**config.mk**
```make
export PLATFORM = sky130hd
export DESIGN_NAME = ppu_load_scheduler
export DESIGN_NICKNAME = d
export VERILOG_FILES = /design/src/rtl/ppu_load_scheduler.sv
export SDC_FILE = /design/constraint.sdc
export NUM_CORES = 1
export LEC_CHECK = 0
export CORE_MARGIN = 1
export CORE_UTILIZATION = 44
export DETAILED_ROUTE_END_ITERATION = 7
export PLACE_DENSITY = 0.81
export SETUP_SLACK_MARGIN = 0.5
export SLEW_MARGIN = 20
export SYNTH_ARGS = -nofsm -noshare
export SYNTH_HDL_FRONTEND = slang
export SYNTH_SLANG_ARGS = --single-unit
```
**constraint.sdc**
```tcl
create_clock -name clk -period 2.85 [get_ports clk]
set_input_delay 0.57 -clock clk [delete_from_list [all_inputs] [get_ports clk]]
set_output_delay 0.57 -clock clk [all_outputs]
set_load 0.02 [all_outputs]
```
**src/rtl/ppu_load_scheduler.sv**
```systemverilog
// Frame-timing sequencer: dot/row counters, color and sprite load sequencing,
// VRAM read arbitration. Define PPU_SCHED_STATS_EN for the statistics counters.
module ppu_load_scheduler #(
  parameter int unsigned ROWS_VISIBLE     = 240,
  parameter int unsigned ROWS_TOTAL       = 262,
  parameter int unsigned COLS_TOTAL       = 341,
  parameter int unsigned SPRITE_START_COL = 257
) (
  input  logic        clk,
  input  logic        rst,
  input  logic        enable,
  output logic [8:0]  curr_row,
  output logic [8:0]  curr_col,
  output logic [8:0]  sprite_row,
  output logic        vblank,
  output logic        frame_start,
  output logic        color_start,
  input  logic        color_busy,
  output logic        sprite_start,
  input  logic        sprite_busy,
  input  logic        sprite_overflow,
  input  logic [15:0] color_vram_addr,
  input  logic [15:0] bg_vram_addr,
  output logic [15:0] vram_read_addr,
  output logic        color_grant,
  output logic        color_late,
  output logic        sprite_late,
  input  logic        err_clr,
  output logic [15:0] frame_count,
  output logic [7:0]  overflow_lines
);

  localparam logic [8:0] RV      = 9'(ROWS_VISIBLE);
  localparam logic [8:0] RV_M2   = 9'(ROWS_VISIBLE - 2);
  localparam logic [8:0] RT_LAST = 9'(ROWS_TOTAL - 1);
  localparam logic [8:0] CT_LAST = 9'(COLS_TOTAL - 1);
  localparam logic [8:0] SSC     = 9'(SPRITE_START_COL);

  localparam logic [1:0] C_IDLE  = 2'd0;
  localparam logic [1:0] C_START = 2'd1;
  localparam logic [1:0] C_HOLD  = 2'd2;
  localparam logic [1:0] C_WAIT  = 2'd3;

  localparam logic [2:0] S_IDLE  = 3'd0;
  localparam logic [2:0] S_START = 3'd1;
  localparam logic [2:0] S_HOLD  = 3'd2;
  localparam logic [2:0] S_WAIT  = 3'd3;
  localparam logic [2:0] S_PEND  = 3'd4;

  logic [8:0] row_q, row_d;
  logic [8:0] col_q, col_d;
  logic [8:0] srow_q, srow_d;
  logic [8:0] prow_q, prow_d;
  logic [8:0] next_row;
  logic [1:0] c_q, c_d;
  logic [2:0] s_q, s_d;
  logic       pv_q, pv_d;
  logic       fs_q, fs_d;
  logic       cl_q, cl_d;
  logic       sl_q, sl_d;
  logic       trig_c, trig_s;
  logic       c_idle, s_exit;

  assign next_row = (row_q == RT_LAST) ? '0 : row_q + 9'd1;
  assign c_idle   = (c_q == C_IDLE);
  assign trig_c   = enable && (row_q == RV) && (col_q == '0);
  assign trig_s   = enable && (col_q == SSC) &&
                    ((row_q == RT_LAST) || (row_q <= RV_M2));

  always_comb begin
    col_d = col_q;
    row_d = row_q;
    fs_d  = enable && (row_q == RT_LAST) && (col_q == CT_LAST);
    if (enable) begin
      if (col_q == CT_LAST) begin
        col_d = '0;
        row_d = next_row;
      end else begin
        col_d = col_q + 9'd1;
      end
    end
  end

  always_comb begin
    c_d = c_q;
    unique case (c_q)
      C_IDLE:  if (trig_c) c_d = C_START;
      C_START: c_d = C_HOLD;
      C_HOLD:  c_d = C_WAIT;
      C_WAIT:  if (!color_busy) c_d = C_IDLE;
      default: c_d = C_IDLE;
    endcase
  end

  always_comb begin
    s_d    = s_q;
    srow_d = srow_q;
    prow_d = prow_q;
    pv_d   = pv_q;
    s_exit = 1'b0;
    unique case (s_q)
      S_IDLE: begin
        if (trig_s) begin
          if (c_idle) begin
            s_d    = S_START;
            srow_d = next_row;
          end else begin
            s_d = S_PEND;
          end
        end
      end
      S_START: s_d = S_HOLD;
      S_HOLD:  s_d = S_WAIT;
      S_WAIT: begin
        if (!sprite_busy) begin
          s_exit = 1'b1;
          s_d    = (pv_q || trig_s) ? S_PEND : S_IDLE;
        end
      end
      S_PEND: begin
        if (c_idle) begin
          s_d    = S_START;
          srow_d = prow_q;
          pv_d   = 1'b0;
        end
      end
      default: s_d = S_IDLE;
    endcase
    // a trigger that cannot issue now becomes the single held request
    if (trig_s && !((s_q == S_IDLE) && c_idle)) begin
      pv_d   = 1'b1;
      prow_d = next_row;
    end
  end

  always_comb begin
    cl_d = cl_q;
    sl_d = sl_q;
    if (err_clr) begin
      cl_d = 1'b0;
      sl_d = 1'b0;
    end
    if ((row_q == RT_LAST) && (col_q == '0) && !c_idle) cl_d = 1'b1;
    if ((col_q == '0) && (row_q == srow_q) && (s_q != S_IDLE)) sl_d = 1'b1;
  end

  always_ff @(posedge clk) begin
    if (rst) begin
      row_q  <= '0;
      col_q  <= '0;
      srow_q <= '0;
      prow_q <= '0;
      c_q    <= C_IDLE;
      s_q    <= S_IDLE;
      pv_q   <= 1'b0;
      fs_q   <= 1'b0;
      cl_q   <= 1'b0;
      sl_q   <= 1'b0;
    end else begin
      row_q  <= row_d;
      col_q  <= col_d;
      srow_q <= srow_d;
      prow_q <= prow_d;
      c_q    <= c_d;
      s_q    <= s_d;
      pv_q   <= pv_d;
      fs_q   <= fs_d;
      cl_q   <= cl_d;
      sl_q   <= sl_d;
    end
  end

  assign curr_row       = row_q;
  assign curr_col       = col_q;
  assign sprite_row     = srow_q;
  assign vblank         = (row_q >= RV) && (row_q < RT_LAST);
  assign frame_start    = fs_q;
  assign color_start    = !rst && (c_q == C_START);
  assign sprite_start   = !rst && (s_q == S_START);
  assign color_grant    = !rst && !c_idle;
  assign vram_read_addr = color_grant ? color_vram_addr : bg_vram_addr;
  assign color_late     = cl_q;
  assign sprite_late    = sl_q;

`ifdef PPU_SCHED_STATS_EN
  logic [15:0] fc_q, fc_d;
  logic [7:0]  ol_q, ol_d;

  always_comb begin
    fc_d = fs_q ? fc_q + 16'd1 : fc_q;
    ol_d = ol_q;
    if (s_exit && sprite_overflow && (ol_q != 8'hff)) ol_d = ol_q + 8'd1;
  end

  always_ff @(posedge clk) begin
    if (rst) begin
      fc_q <= '0;
      ol_q <= '0;
    end else begin
      fc_q <= fc_d;
      ol_q <= ol_d;
    end
  end

  assign frame_count    = fc_q;
  assign overflow_lines = ol_q;
`else
  logic unused_stats;
  assign unused_stats   = sprite_overflow ^ s_exit;
  assign frame_count    = '0;
  assign overflow_lines = '0;
`endif

endmodule

```
* Word level (Yosys, flattened, before mapping)
Cells that the tools add are included.
Word-level totals: input port bits 39, word-level logic and storage cells 90, register bits 45
Cells by class: $lt $le $gt $ge 3, muxes and demuxes 22, reductions and logical operators 35, eq/ne operators 18, add/subtract/negate cells 2
Operators by type and width (number):
- $mux W9 | 5
- $eq A9 B9 Y1 const B | 3
- $add A9 B1 Y9 const B | 2
- $pmux W9 S2 | 1
- $logic_and A1 B1 Y1 | 16
- $mux W16 | 1
- $mux W3 | 5
- $pmux W3 S5 | 1
- $ne A2 B2 Y1 const B | 6
- $reduce_bool A2 Y1 | 5
- $eq A9 B8 Y1 const B | 1
- $eq A9 B9 Y1 | 1
- $ge A9 B8 Y1 const B | 1
- $le A9 B8 Y1 const B | 1
- $logic_not A9 Y1 | 1
- $lt A9 B9 Y1 const B | 1
- $pmux W2 S4 | 1
- $eq A3 B2 Y1 const B | 2
- $mux W1 | 6
- $reduce_and A2 Y1 | 3
- $eq A2 B2 Y1 const B | 2
- $mux W2 | 2
- $reduce_and A4 Y1 | 1
- $eq A3 B1 Y1 const B | 1
- other kinds (8) | 11

* Depth between registers and ports, before layout
depth after elaboration 7, mapped depth 9, depth with buffers taken out 7

* Worst setup path before layout
Ideal clock, no wire load.
path kind reg2out, start register c_q[0], end output vram_read_addr[10], stages on the path, launching flop included 7, arrival 2113 ps, setup slack 167 ps, path through dfxtp_1 > inv_1 > ha_1 > clkbuf_1 > nor2_1 > clkbuf_1 > mux2_2
Between the ends: word-level cells in the longest chain between the ends 4
RTL lines:
- start, declared | line 55 | logic [1:0] c_q, c_d;
- start signal, assigned | line 153 | c_q <= C_IDLE;
- start signal, assigned | line 164 | c_q <= c_d;
- $logic_not A2 Y1 | line 65 | assign c_idle = (c_q == C_IDLE);
- $logic_not A1 Y1 | line 180 | assign color_grant = !rst && !c_idle;
- $logic_and A1 B1 Y1 | line 180
- net color_grant | line 25 | output logic color_grant,
- $mux W16 | line 181 | assign vram_read_addr = color_grant ? color_vram_addr : bg_vram_addr;
- end, declared | line 24 | output logic [15:0] vram_read_addr,
The timed path passes the listed nets, and every way through them passes these cells.

* Final worst setup path
start register c_q[1], end output vram_read_addr[4]
Between the ends: word-level cells in the longest chain between the ends 4
RTL lines (line):
- $logic_not A2 Y1 | 65
- $logic_not A1 Y1 | 180
- $logic_and A1 B1 Y1 | 180
- $mux W16 | 181
Every way passes these cells.

==> summary.md <==
| Metric | Value |
|---|---|
| Status | completed |
| Post-DP Area | 3720 sq um |
| Max-slew violations | 0 |
| Skew final | 0.00453 ns |
| Worst slew margin | 65.7% |
| VDD IR max | 208 uV |
| Setup TNS | 0 ns |
| Worst EP arrival | 1.76 ns |
| Final Cell Area | 3910 sq um |
| Number of max-cap violations | 0 |
| IO buf count | 87 |
| Fraction of final layout cells with drive strength greater than 1 | 19.1% |
| Clk pwr share | 31.5% |
| Final worst-path cycle share | 81.7% |
| Critical path launch point type | flop |
| Fmax | 0.429 GHz |
| Initial DRT Pass Iterations | 4 |
| Top cell type by total area after synthesis | dfxtp_1 |
| Clock Tree Buf Depth | 2 |
| Ys async rst share | 0% |
| Hold Crit Depth | 2 |
| Gpl congestion | 0.865 |
| Unique masters post-synth | 53 |
| Worst-Margin Slew | 0.511 ns |
| Switch Pwr | 0.337 mW |
| Area Growth Syn to Fin | 37.0% |
| Remaining antenna violation count | 0 |
| Pwr dens | 317 nW/um^2 |
| FF+latch count, synth | 45 |
| H-tree levels | 2 |
| FF-to-FF path depth | 8 |
| Synth Cell Area | 2850 sq um |
| DPL Wire Length | 5900 microns |
| WP data required | 2.28 ns |
| Reg power frac | 52.0% |
| Initial antenna violation count | 0 |
| Post-CTS Hold Buffers | 0 |
| DR vias | 2650 |
| TritonCTS clock tree | yes |
| Largest net degree at the start of global routing | 40 |
| Starting Density | 46.8% |
| Top cells by area, synth | dfxtp_1 (32%), buf_4 (6.3%), mux2_2 (6.3%) |
| Via density | 5.30 |
| Setup CP Type | reg -> out |
| Total GRT Usage | 23.4% |
| Nets | 473 |
| DR WL/cell | 16.1 microns |
| Total core area | 6100 sq um |
| CP endpoint kind | output pin |
| Top-area cell type share of the netlist area | 31.6% |
| DRC | 0 |
| Ant. Diodes | 0 |
| Synthesized instance count | 336 |
| Sequential fraction of the synthesis area | 31.6% |
| Full die area | 6810 sq um |
| Combinational power share | 16.5% |
| Ys flop type | dfxtp_1 |
| Switching Share | 27.2% |
| Die height | 82.5 microns |
| Number of synthesized flops with an enable pin | 0 |
| Row count | 28 |
| Root Driver | clkbuf_8 |
| Clk_lat worst skew | 0.30 ns |
| RSZ-0062 raised after global routing | yes |
| Num CTS Buffers | 5 |
| Int Pwr | 0.903 mW |
| Global-route wire length before repair | 11900 microns |
| Syn_area_per_cell | 8.49 sq um |
| Post-Route WL | 8030 microns |
| Final setup violation count | 0 |
| Min cycle time layout | 2.33 ns |
| LEAKAGE | 1.46 nW |
| Worst min path class | reg -> reg |
| Clk sinks | 45 |
| Warnings, synthesis | 0 |
| Global route overflow | 0 |
| IO Count | 113 |
| DR iter-0 viols | 191 |
| Endpoints failing hold | 0 |
| Crit Path Max Fanout | 8 |
| Vias in the first global route | 2342 |
| Die X | 82.5 microns |
| Worst-path clk slew | 0.08 ns |
==> worst max-delay path, stage by stage (launching register included) <==
cell,delay (ns)
dfxtp_2,0.36
inv_2,0.06
ha_4,0.16
nor2_4,0.15
buf_12,0.12
buf_16,0.11
mux2_2,0.34
buf_4,0.16
==> placed cells by master (no fill, tap or decap), drive strengths merged, types with 2 or more instances in the layout <==
cell type / n
mux2i: 7
a31oi: 4
xor2: 12
nand2b: 6
nand4b: 2
o21ai: 5
a31o: 2
or3: 6
nand3: 8
o221ai: 2
and3: 2
nor2b: 2
nor4: 4
nor2: 39
nand2: 29
dfxtp: 45
a311oi: 3
mux2: 16
a21oi: 17
xnor2: 12
dlygate4sd2: 4
a211oi: 9
nor3: 11
nor4b: 3
ha: 10
or3b: 2
nand4: 8
buf: 34
conb: 24
nor3b: 2
or4: 2
inv: 7
clkbuf: 7
clkdlybuf4s50: 66
==> flip-flops by register name, summed over array words and instances, names as in the netlist, 2 cells and up <==
name and count:
c_q 2, sprite_row 9, prow_q 9, curr_row 9, s_q 3, curr_col 9
==> cells in the mapped netlist, types with 3 or more instances <==
library cell / count
dfxtp_1: 45
nor2_1: 39
nand2_1: 29
buf_4: 24
clkbuf_1: 19
a21oi_1: 16
mux2_2: 16
xnor2_1: 12
xor2_1: 12
nor3_1: 11
ha_1: 10
nand3_1: 8
inv_1: 7
mux2i_1: 7
nand4_1: 7
nand2b_1: 6
o21ai_0: 5
a211oi_2: 4
a31oi_1: 4
or3_1: 4
a211oi_1: 3
a311oi_1: 3
nor4_1: 3
==> cell families (layout without fill, tap and decap cells) <==
| family | after synthesis | count (layout) | share of synthesized area, % |
|---|---|---|---|
| compound gates | 49 | 49 | 13.1 |
| xor+xnor | 24 | 24 | 7.37 |
| fa+ha+maj | 10 | 10 | 4.39 |
| buf+inv | 54 | 120 | 10.6 |
| flops | 45 | 45 | 31.6 |
| mux | 23 | 23 | 8.77 |
| other cells | 1 | 24 | 0.131 |
| simple gates | 130 | 130 | 24.1 |
==> final cells by class <==
| type | instances | area, sq um |
|---|---|---|
| clock inverter | 1 | 7.51 |
| inverter | 7 | 26.3 |
| clock buffer | 7 | 76.3 |
| timing repair buffer | 105 | 1020 |
| sequential | 45 | 905 |
| multi-input combinational | 260 | 1780 |
| fill | 533 | 2190 |
| tap | 75 | 93.8 |
==> power by group through the flow <==
stage | sequential, mW | clock, mW | combinational, mW
finish | 0.645 | 0.391 | 0.204
global route | 0.646 | 0.421 | 0.219
CTS | 0.644 | 0.395 | 0.194
detailed placement | 0.659 | 0 | 0.205
global placement | 0.659 | 0 | 0.202
floorplan | 0.661 | 0 | 0.127
==> metrics by stage <==
stage | hold slack (ns) | util (%) | std cells | worst slack (ns) | power, mW
2_1_floorplan | 0.455 | - | 359 | 0.521 | 0.788
3_3_place_gp | 0.460 | 61.1 | 485 | 0.0748 | 0.861
3_5_place_dp | 0.461 | 61.1 | 485 | 0.0416 | 0.864
4_1_cts | 0.475 | 62.3 | 496 | 0.423 | 1.23
5_1_grt | 0.510 | 64.1 | 500 | 0.461 | 1.29
6_report | 0.476 | 64.1 | 500 | 0.521 | 1.24
==> routing by layer <==
layer  vias to the layer above  global-route usage (%)  part of all wire, %
met5                         -                       0                    0
met4                         0                    6.55                  1.0
met3                         8                    3.41                  3.2
li1                       1304                       -                    -
met1                      1270                    33.9                   47
met2                        68                    35.6                   49
==> final timing paths <==
path / to / start / slack, ns
worst max-delay path: vram_read_addr[4] / c_q[1] / 0.52
worst min-delay path: color_late / color_late / 0.48
worst max register to register: sprite_row[3] / curr_row[0] / 0.62
worst min register to register: color_late / color_late / 0.48
==> what timing repair did <==
action | 4_1_cts | 5_1_grt
cloned | 1 | 0
resized for setup | 73 | 25
buffers inserted | 2 | 4
pin swaps | 1 | 3
setup endpoints to repair | 21 | 31
(Power assumes the default switching activity.)
